[src/rtl/avl_arbiter_pkg.sv]
// Shared types for the two-port Avalon-MM request arbiter: FSM states,
// port identifiers and the buffered request payload.
package avl_arbiter_pkg;

    typedef enum logic {
        IDLE = 1'b0,
        BUSY = 1'b1
    } arb_state_e;

    localparam logic PORT_I = 1'b0;
    localparam logic PORT_D = 1'b1;

    typedef struct packed {
        logic [31:0] addr;
        logic [31:0] wdata;
        logic [3:0]  wstrb;
    } req_t;

endpackage

[src/rtl/avl_arb_slot.sv]
// One pending-request buffer: captures a request that could not be issued
// immediately, holds it, and drops it when the arbiter issues it.
module avl_arb_slot
    import avl_arbiter_pkg::*;
(
    input  logic clk,
    input  logic rst,
    input  logic capture_i,
    input  logic clear_i,
    input  req_t req_i,
    output logic pend_o,
    output req_t req_o
);

    logic pend_q, pend_d;
    req_t req_q, req_d;

    // NOTE: every variable gets its hold value before any branch, so no path leaves it unassigned and no latch is inferred.
    always_comb begin
        pend_d = pend_q;
        req_d  = req_q;
        if (clear_i) begin
            pend_d = 1'b0;
        end else if (capture_i) begin
            pend_d = 1'b1;
            req_d  = req_i;
        end
    end

    // NOTE: flops use non-blocking assignments so all of them update from pre-edge values, independent of block order.
    always_ff @(posedge clk) begin
        if (!rst) begin
            pend_q <= 1'b0;
        end else begin
            pend_q <= pend_d;
        end
    end

    // NOTE: the payload is deliberately left unreset; it is only ever read while pend_q is set.
    always_ff @(posedge clk) begin
        req_q <= req_d;
    end

    assign pend_o = pend_q;
    assign req_o  = req_q;

endmodule

[src/rtl/avl_arbiter.sv]
// Shares one Avalon-MM bridge request port between instruction fetch (I)
// and data load/store (D), with one outstanding transaction at a time.
module avl_arbiter
    import avl_arbiter_pkg::*;
#(
    parameter bit FIXED_PRIO = 1'b0
) (
    input  logic        clk,
    input  logic        rst,
    input  logic        i_valid,
    input  logic [31:0] i_addr,
    output logic [31:0] i_rdata,
    output logic        i_ready,
    input  logic        d_valid,
    input  logic [31:0] d_addr,
    input  logic [31:0] d_wdata,
    input  logic [3:0]  d_wstrb,
    output logic [31:0] d_rdata,
    output logic        d_ready,
    output logic        avl_valid,
    output logic        avl_instr,
    output logic [31:0] avl_addr,
    output logic [31:0] avl_wdata,
    output logic [3:0]  avl_wstrb,
    input  logic [31:0] avl_rdata,
    input  logic        avl_ready
);

    arb_state_e state_q, state_d;
    logic       owner_q, owner_d;
    logic       last_grant_q, last_grant_d;
    logic       store_q, store_d;

    logic i_pend, d_pend;
    req_t i_buf, d_buf, i_live, d_live, i_cand_req, d_cand_req, win_req;
    logic i_cand, d_cand, winner, grant, i_grant, d_grant, i_cap, d_cap, done;

    always_comb begin
        i_live       = '0;
        i_live.addr  = i_addr;
        d_live.addr  = d_addr;
        d_live.wdata = d_wdata;
        d_live.wstrb = d_wstrb;

        i_cand     = i_pend | i_valid;
        d_cand     = d_pend | d_valid;
        i_cand_req = i_pend ? i_buf : i_live;
        d_cand_req = d_pend ? d_buf : d_live;

        // Round-robin favours the port that did not win the previous grant.
        winner = PORT_I;
        if (i_cand && d_cand) begin
            winner = (FIXED_PRIO || last_grant_q == PORT_I) ? PORT_D : PORT_I;
        end else if (d_cand) begin
            winner = PORT_D;
        end
        win_req = (winner == PORT_D) ? d_cand_req : i_cand_req;

        grant   = rst && (state_q == IDLE) && (i_cand || d_cand);
        i_grant = grant && (winner == PORT_I);
        d_grant = grant && (winner == PORT_D);
        done    = rst && (state_q == BUSY) && avl_ready;

        // A valid from a port whose own request is still pending or in flight is dropped.
        i_cap = rst && i_valid && !i_pend && !i_grant && !((state_q == BUSY) && (owner_q == PORT_I));
        d_cap = rst && d_valid && !d_pend && !d_grant && !((state_q == BUSY) && (owner_q == PORT_D));
    end

    avl_arb_slot u_slot_i (
        .clk       (clk),
        .rst       (rst),
        .capture_i (i_cap),
        .clear_i   (i_grant && i_pend),
        .req_i     (i_live),
        .pend_o    (i_pend),
        .req_o     (i_buf)
    );

    avl_arb_slot u_slot_d (
        .clk       (clk),
        .rst       (rst),
        .capture_i (d_cap),
        .clear_i   (d_grant && d_pend),
        .req_i     (d_live),
        .pend_o    (d_pend),
        .req_o     (d_buf)
    );

    always_comb begin
        state_d      = state_q;
        owner_d      = owner_q;
        last_grant_d = last_grant_q;
        store_d      = store_q;
        if (grant) begin
            state_d      = BUSY;
            owner_d      = winner;
            last_grant_d = winner;
            store_d      = (winner == PORT_D) && (win_req.wstrb != 4'b0);
        end else if (done) begin
            state_d = IDLE;
        end
    end

    always_ff @(posedge clk) begin
        if (!rst) begin
            state_q      <= IDLE;
            owner_q      <= PORT_I;
            last_grant_q <= PORT_I;
            store_q      <= 1'b0;
        end else begin
            state_q      <= state_d;
            owner_q      <= owner_d;
            last_grant_q <= last_grant_d;
            store_q      <= store_d;
        end
    end

    always_comb begin
        avl_valid = 1'b0;
        avl_instr = 1'b0;
        avl_addr  = '0;
        avl_wdata = '0;
        avl_wstrb = '0;
        i_ready   = 1'b0;
        i_rdata   = '0;
        d_ready   = 1'b0;
        d_rdata   = '0;
        if (grant) begin
            avl_valid = 1'b1;
            avl_instr = (winner == PORT_I);
            avl_addr  = win_req.addr;
            avl_wdata = win_req.wdata;
            avl_wstrb = win_req.wstrb;
        end
        // Stores complete with zero read data regardless of what the bridge returns.
        if (done) begin
            if (owner_q == PORT_D) begin
                d_ready = 1'b1;
                d_rdata = store_q ? 32'h0 : avl_rdata;
            end else begin
                i_ready = 1'b1;
                i_rdata = avl_rdata;
            end
        end
    end

endmodule
[config.mk]
export PLATFORM = sky130hd
export DESIGN_NAME = avl_arbiter
export DESIGN_NICKNAME = d
export VERILOG_FILES = /design/src/rtl/avl_arbiter_pkg.sv /design/src/rtl/avl_arb_slot.sv /design/src/rtl/avl_arbiter.sv
export SDC_FILE = /design/constraint.sdc
export NUM_CORES = 1
export LEC_CHECK = 0
export CELL_PAD_IN_SITES_DETAIL_PLACEMENT = 1
export CELL_PAD_IN_SITES_GLOBAL_PLACEMENT = 1
export CORE_MARGIN = 4
export CORE_UTILIZATION = 33
export DETAILED_ROUTE_END_ITERATION = 8
export GPL_ROUTABILITY_DRIVEN = 0
export GPL_TIMING_DRIVEN = 0
export PLACE_DENSITY = 0.92
export SETUP_SLACK_MARGIN = 0.3
export SYNTH_ARGS = -nofsm -noshare
export SYNTH_HDL_FRONTEND = slang
export SYNTH_SLANG_ARGS = --single-unit
[constraint.sdc]
create_clock -name clk -period 10.8 [get_ports clk]
set_input_delay 1.62 -clock clk [delete_from_list [all_inputs] [get_ports clk]]
set_output_delay 1.62 -clock clk [all_outputs]
set_load 0.02 [all_outputs]
==> metrics.md <==
| Metric | Value |
|---|---|
| Status | completed |
| Setup crit end kind | output port |
| Starting DRT DRC Count | 200 |
| Clk slew on worst S/H paths | 0.07 ns |
| Vias in the first global route | 5337 |
| Nets | 838 |
| P&R area growth vs syn | 63.2% |
| DRC | 0 |
| Vias | 4594 |
| Slowest CP cell | clkdlybuf4s50_1 |
| Clock sink total | 105 |
| Mapped Area | 5380 um^2 |
| Setup bufs post-CTS | 0 |
| Clk_lat worst skew | 0.34 ns |
| Area of the core | 15900 um^2 |
| Final setup violation count | 0 |
| Crit Reg-Reg Startpoint | u_slot_d.pend_o |
| Gr ovfl total | 0 |
| Cells after DPL | 906 |
| Xor-xnor portion of the synthesized cell area | 0% |
| Top-area cell type share of the netlist area | 55.8% |
| Vias per cell | 4.98 |
| RSZ-0062 raised after global routing | no |
| Crit path launch | rst |
| CTS tree | built |
| Post-Synth Adder-Cell Area | 0% |
| Syn Inst Count | 411 |
| Crit path cell chain | clkdlybuf4s50_1, buf_2, nand3_1, nor3_1, clkbuf_1, and2_1, clkdlybuf4s50_1 |
| Tightest Pin Transition | 0.927 ns |
| Post-synthesis mux area share | 18.6% |
| Crit path kind | primary input to output port |
| CP required | 9.18 ns |
| Total track usage | 20.8% |
| Largest net degree at the start of global routing | 19 |
| Post-CTS Hold Buffers | 0 |
| Max-slew headroom | 37.9% |
| Share of layout cells above drive strength 1 | 5.96% |
| Yosys warns | 0 |
| Post-synth EDFFs | 100 |
| Initial antenna violation count | 1 |
| Commonest non-fill, non-tap cell in the layout | clkdlybuf4s50_1 |
| Synth Area in Compound Gates | 7.07% |
| Most used cell, CP | clkdlybuf4s50_1 |
| Total Wirelength | 19600 um |
| Post-DP HPWL | 15600 um |
| Minimum clock period | 5.75 ns |
| Cell taking the most area after synthesis | edfxtp_1 |
| Worst hold path type | flip-flop to flip-flop |
| Total of max-cap violations | 0 |
| Die Y-Extent | 136 um |
| Crit path DAT | 4.13 ns |
| Finished Layout Cells | 922 |
| CTS Buffer Depth | 2 |
| I/O pins | 273 |
| Net Count, Synth | 548 |
| Worst hold start | store_q |
| Max-slew violations | 0 |
| Main combinational cell family by area after synthesis | multiplexers |
| Crit-path max FO | 10 |
| Fin crit share | 53.2% |
| Most frequent cells in the layout | clkdlybuf4s50_1 (272), mux2i_1 (100), edfxtp_1 (100) |
| Global-route wire length before repair | 29600 um |
| Num rows | 46 |
| Cells resized by post-CTS repair | 0 |
| Skew final | 0.00758 ns |
| Starting Density | 33.7% |
| Synth unique cells | 30 |
| Seq/Total Area, Yosys | 57.7% |
| Most used DFF post-synth | edfxtp_1 |
| CP max stage delay | 0.62 ns |
| Leakage power | 2.94 nW |
| Clock Tree Root | clkbuf_16 |
| I/O Buffers | 272 |
| Startpoint types | primary input |
| DR pass1 iterations | 5 |
| H-tree depth | 3 |
| WL/cell | 21.2 um |
| Top cells by area, synth | edfxtp_1 (56%), mux2i_1 (19%), and2_1 (7.6%) |
| Setup TNS | 0 ns |
| F_max | 0.174 GHz |
| Worst VDD drop | 0.0723 mV |
| Power Density | 129 nW/um^2 |
| Ys async rst share | 0% |
| Final Hold Fails | 0 |
| Die area | 18400 um^2 |
| FF+latch count, synth | 105 |
| CTS Buf Count | 9 |
| Fillers | 1650 |
| Synthesized area per cell | 13.1 um^2 |
| DRT antenna net count | 0 |
| Die width | 136 um |
| Synth Area in Simple Gates | 12.4% |
[critical path, delay by kind of cell]
| kind | cells | cell delay, ns |
|---|---|---|
| buffers and inverters | 4 | 1.73 |
| AND/OR/NAND/NOR | 3 | 0.76 |
[path summary, 6_finish.rpt]
check	end	slack (ns)	cells after the start
hold reg to reg	store_q	0.50	2
hold / removal	store_q	0.50	2
setup reg to reg	u_slot_d.req_o[15]	8.03	7
setup / recovery	d_rdata[7]	5.05	7
[sequential cells by signal, indices dropped and copies added (netlist names)]
| register | count |
|---|---|
| u_slot_d.req_o | 68 |
| state_q | 1 |
| last_grant_q | 1 |
| store_q | 1 |
| u_slot_i.pend_o | 1 |
| u_slot_d.pend_o | 1 |
| u_slot_i.req_o | 32 |
[cells by family (layout without fill, tap and decap cells)]
group	after synthesis	count (layout)
and+or+nand+nor	124	124
AOI/OAI and AO/OA	44	44
other	0	1
muxes	100	100
buffers and inverters	38	332
DFF	105	105
[Yosys cell counts (all sizes together) (2+ instances only)]
cell type	count
inv	3
o21a	2
nand2	6
or3	2
a21oi	2
dfxtp	5
nor2	41
clkbuf	15
mux2i	100
buf	20
o32ai	33
nor3	3
and2	65
edfxtp	100
or4	3
[routing by layer]
layer	GRT usage, %	up-vias	routed length, um
met2	39.0	185	10600
met4	7.61	0	403
met1	22.6	2247	7360
li1	-	2137	-
met5	0	-	0
met3	5.16	25	1230
[layout make-up]
class	instances	area (um^2)	area share, %
sequential	105	3100	35.3
clock inverter	5	71.3	0.812
inverter	3	11.3	0.128
clock buffer	10	229	2.61
tap	216	270	3.08
timing repair buffer	279	2810	32.0
multi-input combinational	268	2070	23.5
buffer	35	215	2.45
antenna	1	2.50	0.0285
[metrics by stage]
stage                     setup WS (ns)  total power, mW  hold WS (ns)  utilization [%]  cell area (um^2)
final                              5.05             1.13         0.499             55.1              8780
after global routing               4.78             1.18         0.525             55.1              8780
after CTS                          4.95             1.14         0.505             55.0              8780
after detailed placement           4.95            0.800         0.492             53.2              8480
after global placement            0.681            0.785         0.487             52.5              8370
after floorplan                    3.52            0.642         0.467                -              5380
[power breakdown]
part | total, mW | internal (mW) | switching, mW
clock network | 0.340 | 0.200 | 0.141
registers | 0.479 | 0.472 | 0.00709
logic | 0.310 | 0.154 | 0.157
total | 1.13 | 0.825 | 0.304
Power figures use the tool's default switching activity.
